`src/rtl/fifo_wr_arbiter.sv`:
```
// ---------------------------------------------------------------------------
// fifo_wr_arbiter
//
// Round-robin arbiter that lets NUM_REQ write requesters share the single
// write port of a synchronous FIFO. A granted requester may write up to
// BURST_MAX words before the grant is re-arbitrated. When the grant ends and
// another requester is waiting, the new grant is loaded on the same edge, so
// the arbiter never drops back to IDLE between grants.
//
// Ports
//   clk_i         in   1                   clock, rising edge
//   rst_i         in   1                   asynchronous reset, active low
//   req_i         in   NUM_REQ             bit n: requester n holds a word
//   wdata_i       in   NUM_REQ*DATA_WIDTH  word n at [n*DATA_WIDTH +: DATA_WIDTH]
//   ack_o         out  NUM_REQ             bit n: word of requester n written
//   grant_o       out  NUM_REQ             registered one-hot grant, 0 when idle
//   fifo_full_i   in   1                   FIFO full flag
//   fifo_wr_en_o  out  1                   FIFO write enable
//   fifo_wdata_o  out  DATA_WIDTH          FIFO write data (0 when not writing)
//   busy_o        out  1                   high while a grant is active
// ---------------------------------------------------------------------------
module fifo_wr_arbiter #(
  parameter int NUM_REQ    = 4,
  parameter int DATA_WIDTH = 10,
  parameter int BURST_MAX  = 4
) (
  input  logic                            clk_i,
  input  logic                            rst_i,
  input  logic [NUM_REQ-1:0]              req_i,
  input  logic [NUM_REQ*DATA_WIDTH-1:0]   wdata_i,
  output logic [NUM_REQ-1:0]              ack_o,
  output logic [NUM_REQ-1:0]              grant_o,
  input  logic                            fifo_full_i,
  output logic                            fifo_wr_en_o,
  output logic [DATA_WIDTH-1:0]           fifo_wdata_o,
  output logic                            busy_o
);

  localparam int IDX_W = (NUM_REQ > 1) ? $clog2(NUM_REQ) : 1;
  localparam int CNT_W = $clog2(BURST_MAX + 1);

  localparam logic [0:0] S_IDLE  = 1'b0;
  localparam logic [0:0] S_GRANT = 1'b1;

  logic [0:0]            state_q, state_d;
  logic [IDX_W-1:0]      g_q, g_d;
  logic [IDX_W-1:0]      last_q, last_d;
  logic [CNT_W-1:0]      cnt_q, cnt_d;
  logic [NUM_REQ-1:0]    grant_q, grant_d;

  logic                  busy;
  logic                  req_g;
  logic                  wr;
  logic                  burst_end;
  logic                  term;
  logic [DATA_WIDTH-1:0] wdata_g;

  // First requesting index searching upward from (last+1) with wrap-around.
  // The loop runs from the farthest offset down to the nearest so that the
  // nearest hit is the one that survives. If last itself is the only
  // requester it is found at offset NUM_REQ.
  function automatic logic [IDX_W-1:0] rr_pick(input logic [NUM_REQ-1:0] req,
                                               input logic [IDX_W-1:0]   last);
    logic [IDX_W-1:0] pick;
    int               idx;
    pick = last;
    for (int i = NUM_REQ; i >= 1; i--) begin
      idx = (int'(last) + i) % NUM_REQ;
      if (req[idx]) begin
        pick = IDX_W'(idx);
      end
    end
    return pick;
  endfunction

  // Select request bit and data word of the granted requester.
  always_comb begin
    req_g   = 1'b0;
    wdata_g = '0;
    for (int n = 0; n < NUM_REQ; n++) begin
      if (g_q == IDX_W'(n)) begin
        req_g   = req_i[n];
        wdata_g = wdata_i[n*DATA_WIDTH +: DATA_WIDTH];
      end
    end
  end

  assign busy      = (state_q == S_GRANT);
  assign wr        = busy & req_g & ~fifo_full_i;
  assign burst_end = wr & (cnt_q == CNT_W'(BURST_MAX - 1));
  // A grant ends when its owner withdraws (even if the FIFO is full at the
  // same time) or when the last word of a full burst is written.
  assign term      = busy & (~req_g | burst_end);

  assign busy_o       = busy;
  assign grant_o      = grant_q;
  assign fifo_wr_en_o = wr;
  assign fifo_wdata_o = wr ? wdata_g : '0;
  assign ack_o        = NUM_REQ'(wr) << g_q;

  always_comb begin
    state_d = state_q;
    g_d     = g_q;
    last_d  = last_q;
    cnt_d   = cnt_q;
    grant_d = grant_q;
    case (state_q)
      S_IDLE: begin
        if (|req_i) begin
          g_d     = rr_pick(req_i, last_q);
          grant_d = NUM_REQ'(1) << g_d;
          cnt_d   = '0;
          state_d = S_GRANT;
        end
      end
      default: begin
        if (term) begin
          last_d = g_q;
          // The finishing requester is still eligible here: after a full
          // burst with its request still high and nobody else waiting it
          // wins the search again and is re-granted at once.
          if (|req_i) begin
            g_d     = rr_pick(req_i, g_q);
            grant_d = NUM_REQ'(1) << g_d;
            cnt_d   = '0;
            state_d = S_GRANT;
          end else begin
            grant_d = '0;
            cnt_d   = '0;
            state_d = S_IDLE;
          end
        end else if (wr) begin
          cnt_d = cnt_q + CNT_W'(1);
        end
      end
    endcase
  end

  always_ff @(posedge clk_i or negedge rst_i) begin
    if (!rst_i) begin
      state_q <= S_IDLE;
      g_q     <= '0;
      // Pointer at the top index so requester 0 wins first after reset.
      last_q  <= IDX_W'(NUM_REQ - 1);
      cnt_q   <= '0;
      grant_q <= '0;
    end else begin
      state_q <= state_d;
      g_q     <= g_d;
      last_q  <= last_d;
      cnt_q   <= cnt_d;
      grant_q <= grant_d;
    end
  end

endmodule

```
`config.mk`:
```
export PLATFORM = sky130hd
export DESIGN_NAME = fifo_wr_arbiter
export DESIGN_NICKNAME = d
export VERILOG_FILES = /design/src/rtl/fifo_wr_arbiter.sv
export SDC_FILE = /design/constraint.sdc
export NUM_CORES = 1
export LEC_CHECK = 0
export CORE_MARGIN = 4
export CORE_UTILIZATION = 40
export DETAILED_ROUTE_END_ITERATION = 7
export HOLD_SLACK_MARGIN = 0.08
export PLACE_DENSITY = 0.77
export SETUP_SLACK_MARGIN = 0.02
export SLEW_MARGIN = 20
export SYNTH_ARGS = -nofsm -noshare
export SYNTH_HDL_FRONTEND = slang
export SYNTH_SLANG_ARGS = --single-unit
```
`constraint.sdc`:
```
create_clock -name clk_i -period 3.1 [get_ports clk_i]
set_input_delay 0.62 -clock clk_i [delete_from_list [all_inputs] [get_ports clk_i]]
set_output_delay 0.62 -clock clk_i [all_outputs]
set_load 0.02 [all_outputs]
```
======== Word level (Yosys, flattened, before mapping) ========
Index checks and enable logic that the tools add are counted.
storage, ports and cells
  output and inout bits ................... 20
  register bits ........................... 12
operators by class
  multiplexer cells ....................... 61
  reduce and logical (&&, ||, !) cells .... 15
  equality and inequality tests ........... 7
  order comparisons ....................... 8
  shift-type cells ........................ 3
  bitwise gates (word level) .............. 15
  $add $sub $neg .......................... 9
operators with widths
  cell                   count
  $mux W10               5
  $mux W2                17
  $lt A3 B4 Y1 const B   8
  $mux W1                23
  $bmux W1 S2            8
  $mux W4                4
  $reduce_or A2 Y1       8
  $mux W3                4
  $add A2 B1 Y2 const B  4
  $add A2 B2 Y2 const B  4
  $and A1 B1 Y1 const A  8
  $shl A1 B2 Y4 const A  2
  $reduce_and A2 Y1      3
  $and A1 B1 Y1          4
  $eq A2 B2 Y1 const B   2
  $ne A2 B1 Y1 const B   2
  $reduce_or A4 Y1       1
  $shl A1 B2 Y4          1
  $add A3 B1 Y3 const B  1
  $eq A3 B2 Y1 const B   1
  $ne A3 B1 Y1 const B   1
  $reduce_and A3 Y1      1
  $eq A2 B1 Y1 const B   1
  $logic_not A2 Y1       1
  other kinds (3)        4

======== Logic depth before layout (Yosys ltp) ========
Gate-level depths: netlist of the first run.
  depth after elaboration ................. 17
  mapped depth ............................ 10
  gate-level depth less buffers ........... 8

======== Worst setup path after synthesis of the first run ========
Ideal clock, no wire load.
  path type ............................... reg2out
  from .................................... register g_q[1]
  to ...................................... output port ack_o[0]
  arrival ................................. 2.218 ns
  stages on the path, launching flop included .. 10
  path slack .............................. 0.262 ns
  cell sequence ........................... dfrtp_1 > buf_2 > inv_1 > ha_1 > nand3b_1 > a211oi_2 > nand2_1 > or2_1 > clkbuf_1 > nor3_1
between the ends
  word-level cells in the longest chain between the ends .. 8
RTL lines
  element                      line  text
  start: declaration           46    logic [IDX_W-1:0] g_q, g_d;
  start signal: assignment     149   g_q <= g_d;
  $logic_not A2 Y1             81    if (g_q == IDX_W'(n)) begin
  $mux W1 (4 in series)        81
  $and A1 B1 Y1 (2 in series)  89    assign wr = busy & req_g & ~fifo_full_i;
  $shl A1 B2 Y4 (*)            99    assign ack_o = NUM_REQ'(wr) << g_q;
  end: declaration             31    output logic [NUM_REQ-1:0] ack_o,
Mark *: on every way between the ends. The rest lies on a longest branch, timed or not.

======== Worst setup path after layout of the first run ========
  from .................................... input port req_i[0]
  to ...................................... output port ack_o[2]
between the ends
  word-level cells in the longest chain between the ends .. 7
RTL lines
  element                      line  text
  start: declaration           29    input logic [NUM_REQ-1:0] req_i,
  $mux W1 (4 in series)        81
  $and A1 B1 Y1 (2 in series)  89
  $shl A1 B2 Y4                99
No other way between the ends.

==> results of run 1 <==
## what timing repair did
| action | in CTS | in global routing |
|---|---|---|
| pin swaps | 0 | 1 |
| hold endpoints to repair | 0 | 0 |
| setup buffers | 1 | 0 |
| endpoints found under the setup margin | 15 | 15 |
| gates resized for setup | 33 | 12 |
| gates cloned | 0 | 1 |
## area by class of cell
class,count,area (um^2),share of cell area
Multi-Input combinational cell,149,940.9,0.4450
Sequential cell,12,302.8,0.1432
Clock buffer,4,26.28,0.01243
Timing Repair Buffer,80,744.5,0.3521
Inverter,10,37.54,0.01775
Timing Repair inverter,1,7.507,0.003550
Tap cell,44,55.05,0.02604
## worst max-delay path by stage
stage	from	slack (ns)	end	cells after the start
global route	g_q[1]	0.01	fifo_wdata_o[5]	9
detailed placement	req_i[0]	-0.31	fifo_wdata_o[3]	8
floorplan	g_q[1]	0.26	ack_o[0]	9
global placement	req_i[1]	-0.29	fifo_wdata_o[3]	8
CTS	req_i[0]	0.03	fifo_wdata_o[3]	8
finish	req_i[0]	0.08	ack_o[2]	7
## per-stage QoR
step	std cells	TNS (ns)	total power, mW
floorplan	187	0	1.199
detailed placement	294	-3.940	1.653
global route	300	0	1.919
CTS	299	0	1.743
finish	300	0	1.743
global placement	294	-3.433	1.633
## power by group
part	internal [mW]	total [mW]	switching, mW	leakage, nW
Combinational	0.623	1.36	0.739	0.708
Sequential	0.228	0.282	0.0541	0.145
Clock	0.0499	0.0998	0.0499	0.0150
Total	0.901	1.74	0.843	0.868
## routing by layer
| layer | up-vias | part of all wire |
|---|---|---|
| met2 | 59 | 0.46 |
| li1 | 805 | - |
| met4 | 0 | 0.0086 |
| met5 | - | 0 |
| met3 | 7 | 0.091 |
| met1 | 702 | 0.44 |
## cells by family (layout without fill, tap and decap cells)
group           count (synthesis)  in the layout  share of synthesized area
flops                          12             12                     0.2222
mux                            10             10                    0.08540
fa+ha+maj                       6              6                    0.05509
compound gates                 56             56                     0.2562
simple gates                   77             77                     0.2920
buf+inv                        26             95                    0.08907
## worst reg2reg max path, stage by stage, from the launching register on
cell,delay [ns]
sky130_fd_sc_hd__dfrtp_1,0.41
sky130_fd_sc_hd__inv_1,0.10
sky130_fd_sc_hd__ha_1,0.22
sky130_fd_sc_hd__a211oi_1,0.28
sky130_fd_sc_hd__a211oi_2,0.13
sky130_fd_sc_hd__buf_4,0.16
sky130_fd_sc_hd__a31oi_1,0.47
sky130_fd_sc_hd__nand3_1,0.18
sky130_fd_sc_hd__o221ai_1,0.23
## cell usage in the layout (no fill, tap or decap), types with 3 or more instances in the layout
cell	count
sky130_fd_sc_hd__a21oi_1	23
sky130_fd_sc_hd__a31oi_1	4
sky130_fd_sc_hd__and2_1	10
sky130_fd_sc_hd__buf_2	3
sky130_fd_sc_hd__buf_4	14
sky130_fd_sc_hd__clkbuf_4	3
sky130_fd_sc_hd__clkdlybuf4s15_2	6
sky130_fd_sc_hd__clkdlybuf4s50_1	51
sky130_fd_sc_hd__dfrtp_1	10
sky130_fd_sc_hd__dlygate4sd2_1	3
sky130_fd_sc_hd__ha_1	6
sky130_fd_sc_hd__inv_1	9
sky130_fd_sc_hd__mux2_2	3
sky130_fd_sc_hd__mux2i_1	6
sky130_fd_sc_hd__nand2_1	27
sky130_fd_sc_hd__nand3b_1	11
sky130_fd_sc_hd__nor2_1	11
sky130_fd_sc_hd__nor2b_1	3
sky130_fd_sc_hd__nor3_1	6
sky130_fd_sc_hd__o21ai_0	11
sky130_fd_sc_hd__o221ai_1	4
## sequential cells by signal (all words and copies together) (netlist names)
name and cells:
grant_o 4, cnt_q 3, g_q 2, last_q 2, busy_o 1
## cells in the mapped netlist, drive strengths merged (7+ instances only)
| master | n | area (um^2) |
|---|---|---|
| a21oi | 24 | 123.9 |
| and2 | 10 | 62.56 |
| buf | 7 | 50.05 |
| clkbuf | 9 | 33.78 |
| dfrtp | 10 | 250.2 |
| inv | 10 | 37.53 |
| nand2 | 27 | 101.4 |
| nand3b | 11 | 82.58 |
| nor2 | 11 | 41.29 |
| o21ai | 11 | 55.05 |
==> impl_metrics.prom, run 1 <==
# TYPE chip_impl_metric gauge
chip_impl_metric{name="core-area",unit="um^2"} 3153
chip_impl_metric{name="final_core_util",unit=""} 0.6706
chip_impl_metric{name="gr-usage-met2",unit=""} 0.3470
chip_impl_metric{name="clock_latency",unit="ns"} 0.27
chip_impl_metric{name="global_route.overflow_total",unit=""} 0
chip_impl_metric{name="clk_transition_reported_paths",unit="ns"} 0.07
chip_impl_metric{name="holdPathStages",unit=""} 2
chip_impl_info{name="critical_path.endpoint_type",value="output port"} 1
chip_impl_metric{name="synth_nets",unit=""} 240
chip_impl_metric{name="dieArea",unit="um^2"} 4404
chip_impl_metric{name="finish.instance_area",unit="um^2"} 2115
chip_impl_metric{name="synth.cell_area",unit="um^2"} 1363
chip_impl_metric{name="drt_iter0_drc",unit=""} 66
chip_impl_metric{name="worst_endpoint_data_arrival_time",unit="ns"} 2.40
chip_impl_info{name="launch_point_of_the_worst_reg_to_reg_path",value="g_q[1]"} 1
chip_impl_metric{name="final_nets",unit=""} 310
chip_impl_metric{name="count_of_endpoints_failing_setup_in_the_final_report",unit=""} 0
chip_impl_info{name="criticalPathCategory",value="in2out"} 1
chip_impl_info{name="hold_start",value="grant_o[0]"} 1
chip_impl_metric{name="ff2ff_path_depth",unit=""} 8
chip_impl_metric{name="timing.hold.ws",unit="ns"} 0.4949
chip_impl_metric{name="layout-drive-gt1-share",unit=""} 0.1602
chip_impl_metric{name="met3_usage",unit=""} 0.06122
chip_impl_metric{name="crit_buf_inv",unit=""} 2
chip_impl_metric{name="finalCritPeriodShare",unit=""} 0.9750
chip_impl_metric{name="syn2layout_area_growth",unit="%"} 55.19
chip_impl_metric{name="slew_headroom",unit=""} 0.6359
chip_impl_metric{name="clock_sink_count",unit=""} 12
chip_impl_metric{name="io_pins",unit=""} 67
chip_impl_metric{name="clock_skew",unit="ns"} 0.007260
chip_impl_metric{name="tritoncts.num_buffers",unit=""} 3
chip_impl_metric{name="synth_sequential_area_ratio",unit=""} 0.2222
chip_impl_metric{name="met1_use_gr",unit=""} 0.2572
chip_impl_metric{name="avgRoutedWirePerCell",unit="um"} 14.80
chip_impl_metric{name="antenna_cells_inserted",unit=""} 0
chip_impl_metric{name="die_h",unit="um"} 66.37
chip_impl_info{name="critPathSlowestCell",value="sky130_fd_sc_hd__clkdlybuf4s50_1"} 1
chip_impl_metric{name="ys_async_sr_fraction",unit=""} 1.000
chip_impl_metric{name="total_power_per_unit_cell_area",unit="nW/um^2"} 824.5
chip_impl_metric{name="ys.warnings.count",unit=""} 0
chip_impl_metric{name="timing.final.crit_period",unit="ns"} 3.022
chip_impl_metric{name="numPortBuffers",unit=""} 66
chip_impl_metric{name="finalHoldViolCount",unit=""} 0
chip_impl_metric{name="first_global_vias",unit=""} 1516
chip_impl_metric{name="avg_synthesized_cell_area",unit="um^2"} 7.286
chip_impl_info{name="tritoncts",value="built"} 1
chip_impl_info{name="gr-max-usage-layer",value="met2"} 1
chip_impl_metric{name="final_gp_congestion",unit=""} 0.9131
chip_impl_info{name="start_kind",value="input port"} 1
chip_impl_metric{name="worstMarginPinSlew",unit="ns"} 0.5436
chip_impl_metric{name="achievable-frequency",unit="GHz"} 0.3309
chip_impl_metric{name="drv_slew",unit=""} 0
chip_impl_metric{name="cts.htree.levels",unit=""} 1
chip_impl_metric{name="worstPathMaxFanout",unit=""} 7
chip_impl_metric{name="pre_cts_setup_slack",unit="ns"} -0.3138
chip_impl_info{name="cts.root.buffer_cell",value="sky130_fd_sc_hd__clkbuf_4"} 1
chip_impl_metric{name="drt_wl_total",unit="um"} 4440
chip_impl_metric{name="via_per_inst",unit=""} 5.243
chip_impl_metric{name="placement_rows",unit=""} 20
chip_impl_metric{name="setup.reg_to_reg.worst_slack",unit="ns"} 0.83
chip_impl_metric{name="grt_antenna_before_repair",unit=""} 0
chip_impl_metric{name="dieWidth",unit="um"} 66.37
chip_impl_metric{name="timing.critical_path.slowest_cell_delay",unit="ns"} 0.48
chip_impl_info{name="top_ff_cell_synth",value="sky130_fd_sc_hd__dfrtp_1"} 1
chip_impl_info{name="worst_r2r_endpoint",value="grant_o[1]"} 1
chip_impl_metric{name="max-vdd-ir-drop",unit="V"} 0.0006268
chip_impl_metric{name="synth_cell_type_count",unit=""} 39
chip_impl_metric{name="grt_pass1_wl",unit="um"} 7072
chip_impl_metric{name="start_util",unit=""} 0.4321
chip_impl_info{name="holdPathEnd",value="grant_o[0]"} 1
chip_impl_metric{name="gr-usage-all-layers",unit=""} 0.2065
chip_impl_metric{name="detail_route.drc_violations",unit=""} 0
chip_impl_metric{name="max_cap_violations",unit=""} 0
chip_impl_metric{name="dp_hpwl",unit="um"} 3639
chip_impl_metric{name="syn-instance-count",unit=""} 187
chip_impl_info{name="min_path_type",value="reg2reg"} 1
chip_impl_metric{name="route.antenna.remaining_nets",unit=""} 0
chip_impl_metric{name="edff_count_synth",unit=""} 0
chip_impl_metric{name="place_area",unit="um^2"} 2092
chip_impl_metric{name="num_vias",unit=""} 1573
chip_impl_metric{name="max-clock-path-buffers",unit=""} 2
chip_impl_metric{name="power_leakage",unit="nW"} 0.8681
chip_impl_info{name="unrepaired_setup_endpoints_after_global_routing",value="yes"} 1
chip_impl_metric{name="final.setup.worst_slack",unit="ns"} 0.07765
chip_impl_info{name="cpLargestDelayFamily",value="buffers and inverters"} 1
chip_impl_metric{name="drt_pass1_iterations",unit=""} 4
chip_impl_metric{name="synth-seq-cells",unit=""} 12
chip_impl_metric{name="worstPathRequired",unit="ns"} 2.48
chip_impl_info{name="crit_chain",value="clkdlybuf4s50_1 > nand3b_1 > a211oi_2 > nand2_1 > or2_4 > nor3_1 > dlygate4sd2_1"} 1
chip_impl_metric{name="hold_buffers",unit=""} 0
chip_impl_metric{name="pin_count_of_the_biggest_net_entering_global_routing",unit=""} 21
chip_impl_metric{name="fillerInstances",unit=""} 306
chip_impl_info{name="outcome",value="finished clean"} 1
Note: power is estimated with default switching activity, not from simulation.
==> inputs of run 2 (changes only) <==
--- a/config.mk
+++ b/config.mk
@@ -15,3 +15,4 @@
 export SYNTH_ARGS = -nofsm -noshare
 export SYNTH_HDL_FRONTEND = slang
 export SYNTH_SLANG_ARGS = --single-unit
+export TNS_END_PERCENT = 5
==> impl_metrics.prom, run 2 (synthesis results as in run 1) <==
# TYPE chip_impl_metric gauge
chip_impl_metric{name="comb_power_share",unit=""} 0.776
chip_impl_info{name="critical_path.endpoint_type",value="output port"} 1
chip_impl_metric{name="max-vdd-ir-drop",unit="V"} 0.0006265
chip_impl_metric{name="timing.final.crit_period",unit="ns"} 3.013
chip_impl_metric{name="io_pins",unit=""} 67
chip_impl_info{name="hold_start",value="grant_o[3]"} 1
chip_impl_metric{name="switchingPower",unit="mW"} 0.8346
chip_impl_info{name="tritoncts",value="built"} 1
chip_impl_metric{name="clock_latency",unit="ns"} 0.27
chip_impl_metric{name="power_leakage",unit="nW"} 0.8741
chip_impl_metric{name="via_per_inst",unit=""} 5.279
chip_impl_info{name="layout.cells.most_common",value="sky130_fd_sc_hd__clkdlybuf4s50_1"} 1
chip_impl_metric{name="grt_pass1_wl",unit="um"} 7044
chip_impl_metric{name="setup.reg_to_reg.worst_slack",unit="ns"} 0.83
chip_impl_metric{name="cts.htree.levels",unit=""} 1
chip_impl_metric{name="start_util",unit=""} 0.4321
chip_impl_metric{name="seqCellArea",unit="um^2"} 304.0
chip_impl_metric{name="gr-usage-all-layers",unit=""} 0.2058
chip_impl_metric{name="max_cap_violations",unit=""} 0
chip_impl_metric{name="total_power_per_unit_cell_area",unit="nW/um^2"} 825.7
chip_impl_metric{name="num_vias",unit=""} 1573
chip_impl_metric{name="layout-drive-gt1-share",unit=""} 0.1496
chip_impl_metric{name="tritoncts.num_buffers",unit=""} 3
chip_impl_metric{name="multi_input_comb_area",unit="um^2"} 940.9
chip_impl_metric{name="achievable-frequency",unit="GHz"} 0.3319
chip_impl_info{name="timing.critical_path.from",value="req_i[0]"} 1
chip_impl_metric{name="seq_power_share",unit=""} 0.166
chip_impl_metric{name="clk_transition_reported_paths",unit="ns"} 0.07
chip_impl_metric{name="power.share.switching",unit=""} 0.4863
chip_impl_metric{name="worst_endpoint_data_arrival_time",unit="ns"} 2.39
chip_impl_metric{name="finalCritPeriodShare",unit=""} 0.9719
chip_impl_metric{name="core-area",unit="um^2"} 3153
chip_impl_metric{name="max-clock-path-buffers",unit=""} 2
chip_impl_info{name="min_path_type",value="reg2reg"} 1
chip_impl_metric{name="worstMarginPinSlew",unit="ns"} 0.5415
chip_impl_info{name="cts.root.buffer_cell",value="sky130_fd_sc_hd__clkbuf_4"} 1
chip_impl_metric{name="die_h",unit="um"} 66.37
chip_impl_metric{name="final.setup.worst_slack",unit="ns"} 0.08699
chip_impl_info{name="unrepaired_setup_endpoints_after_global_routing",value="yes"} 1
chip_impl_metric{name="final_nets",unit=""} 308
chip_impl_metric{name="placement_rows",unit=""} 20
chip_impl_metric{name="clock_sink_count",unit=""} 12
chip_impl_metric{name="dp_hpwl",unit="um"} 3639
chip_impl_metric{name="pre_cts_setup_slack",unit="ns"} -0.3138
chip_impl_metric{name="numPortBuffers",unit=""} 66
chip_impl_info{name="layout.cells.most_common_list",value="sky130_fd_sc_hd__clkdlybuf4s50_1 (51), sky130_fd_sc_hd__nand2_1 (27), sky130_fd_sc_hd__a21oi_1 (23)"} 1
chip_impl_info{name="holdPathEnd",value="grant_o[3]"} 1
chip_impl_metric{name="drv_slew",unit=""} 0
chip_impl_metric{name="clock_skew",unit="ns"} 0.007272
chip_impl_metric{name="clkPwrFrac",unit=""} 0.058
chip_impl_metric{name="worstPathRequired",unit="ns"} 2.48
chip_impl_metric{name="final_core_util",unit=""} 0.6591
chip_impl_metric{name="fillerInstances",unit=""} 316
chip_impl_metric{name="grt_antenna_before_repair",unit=""} 0
chip_impl_metric{name="global_route.overflow_total",unit=""} 0
chip_impl_info{name="worst_r2r_endpoint",value="grant_o[1]"} 1
chip_impl_metric{name="worstPathMaxFanout",unit=""} 6
chip_impl_info{name="launch_point_of_the_worst_reg_to_reg_path",value="g_q[1]"} 1
chip_impl_metric{name="drt_iter0_drc",unit=""} 70
chip_impl_metric{name="dieWidth",unit="um"} 66.37
chip_impl_metric{name="hold_buffers",unit=""} 0
chip_impl_metric{name="post_cts_buffers",unit=""} 0
chip_impl_metric{name="final_gp_congestion",unit=""} 0.9131
chip_impl_metric{name="syn2layout_area_growth",unit="%"} 52.52
chip_impl_metric{name="internal-power",unit="mW"} 0.8815
chip_impl_metric{name="slew_headroom",unit=""} 0.6373
chip_impl_metric{name="timing.hold.ws",unit="ns"} 0.4985
chip_impl_metric{name="first_global_vias",unit=""} 1513
chip_impl_info{name="start_kind",value="input port"} 1
chip_impl_metric{name="detail_route.drc_violations",unit=""} 0
chip_impl_info{name="outcome",value="finished clean"} 1
chip_impl_metric{name="holdPathStages",unit=""} 2
chip_impl_metric{name="drt_wl_total",unit="um"} 4400
chip_impl_metric{name="ff2ff_path_depth",unit=""} 8
chip_impl_metric{name="antenna_cells_inserted",unit=""} 0
chip_impl_metric{name="pin_count_of_the_biggest_net_entering_global_routing",unit=""} 21
chip_impl_metric{name="route.antenna.remaining_nets",unit=""} 0
chip_impl_metric{name="drt_pass1_iterations",unit=""} 4
chip_impl_info{name="criticalPathCategory",value="in2out"} 1
chip_impl_metric{name="finalHoldViolCount",unit=""} 0
chip_impl_metric{name="largest_register_ffs",unit=""} 4
chip_impl_metric{name="dieArea",unit="um^2"} 4404
chip_impl_metric{name="count_of_endpoints_failing_setup_in_the_final_report",unit=""} 0
chip_impl_metric{name="avgRoutedWirePerCell",unit="um"} 14.77
==> run 2: cell type report <==
class | instances | area share
inverter | 10 | 0.01927
sequential | 12 | 0.1463
timing repair buffer | 79 | 0.3426
tap | 44 | 0.02649
clock buffer | 4 | 0.01264
multi-input combinational | 149 | 0.4527
==> run 2: how the worst max path moves through the flow <==
| stage | end | cells after the start |
|---|---|---|
| final | ack_o[2] | 7 |
| after global routing | ack_o[1] | 8 |
| after CTS | fifo_wdata_o[4] | 9 |
| after detailed placement | fifo_wdata_o[3] | 8 |
| after global placement | fifo_wdata_o[3] | 8 |
| after floorplan | ack_o[0] | 9 |
==> run 2: critical path, cell delays in order <==
cell and delay (ns):
sky130_fd_sc_hd__clkdlybuf4s50_1 0.48, sky130_fd_sc_hd__nand3b_1 0.10, sky130_fd_sc_hd__a211oi_2 0.26, sky130_fd_sc_hd__nand2_1 0.11, sky130_fd_sc_hd__or2_4 0.29, sky130_fd_sc_hd__nor3_1 0.15, sky130_fd_sc_hd__dlygate4sd2_1 0.37
==> run 2: repair_timing <==
action | 4_1_cts | 5_1_grt
hold endpoints to repair | 0 | 0
pin swaps | 0 | 0
cloned | 0 | 0
gates resized for setup | 26 | 12
setup endpoints to repair | 15 | 15
==> run 2: metrics by stage <==
| step | setup TNS (ns) | cells | power [mW] | instance area, um^2 |
|---|---|---|---|---|
| after detailed placement | -3.940 | 294 | 1.653 | 2092 |
| after floorplan | 0 | 187 | 1.199 | 1363 |
| after global placement | -3.433 | 294 | 1.633 | 2092 |
| after CTS | 0 | 298 | 1.734 | 2115 |
| final | 0 | 298 | 1.716 | 2078 |
| after global routing | 0 | 298 | 1.891 | 2078 |
==> run 2: per-layer routing <==
metal / track usage / wire (um)
met4: 0.04822 / 38
met1: 0.2551 / 1918
met5: 0 / 0
met3: 0.06122 / 415
met2: 0.3470 / 2029
==> run 2: power by group through the flow <==
stage	Sequential [mW]	Combinational (mW)	Clock, mW
after floorplan	0.284	0.915	0
after global placement	0.282	1.35	0
after detailed placement	0.284	1.37	0
after CTS	0.284	1.35	0.105
after global routing	0.295	1.48	0.116
final	0.285	1.33	0.0999
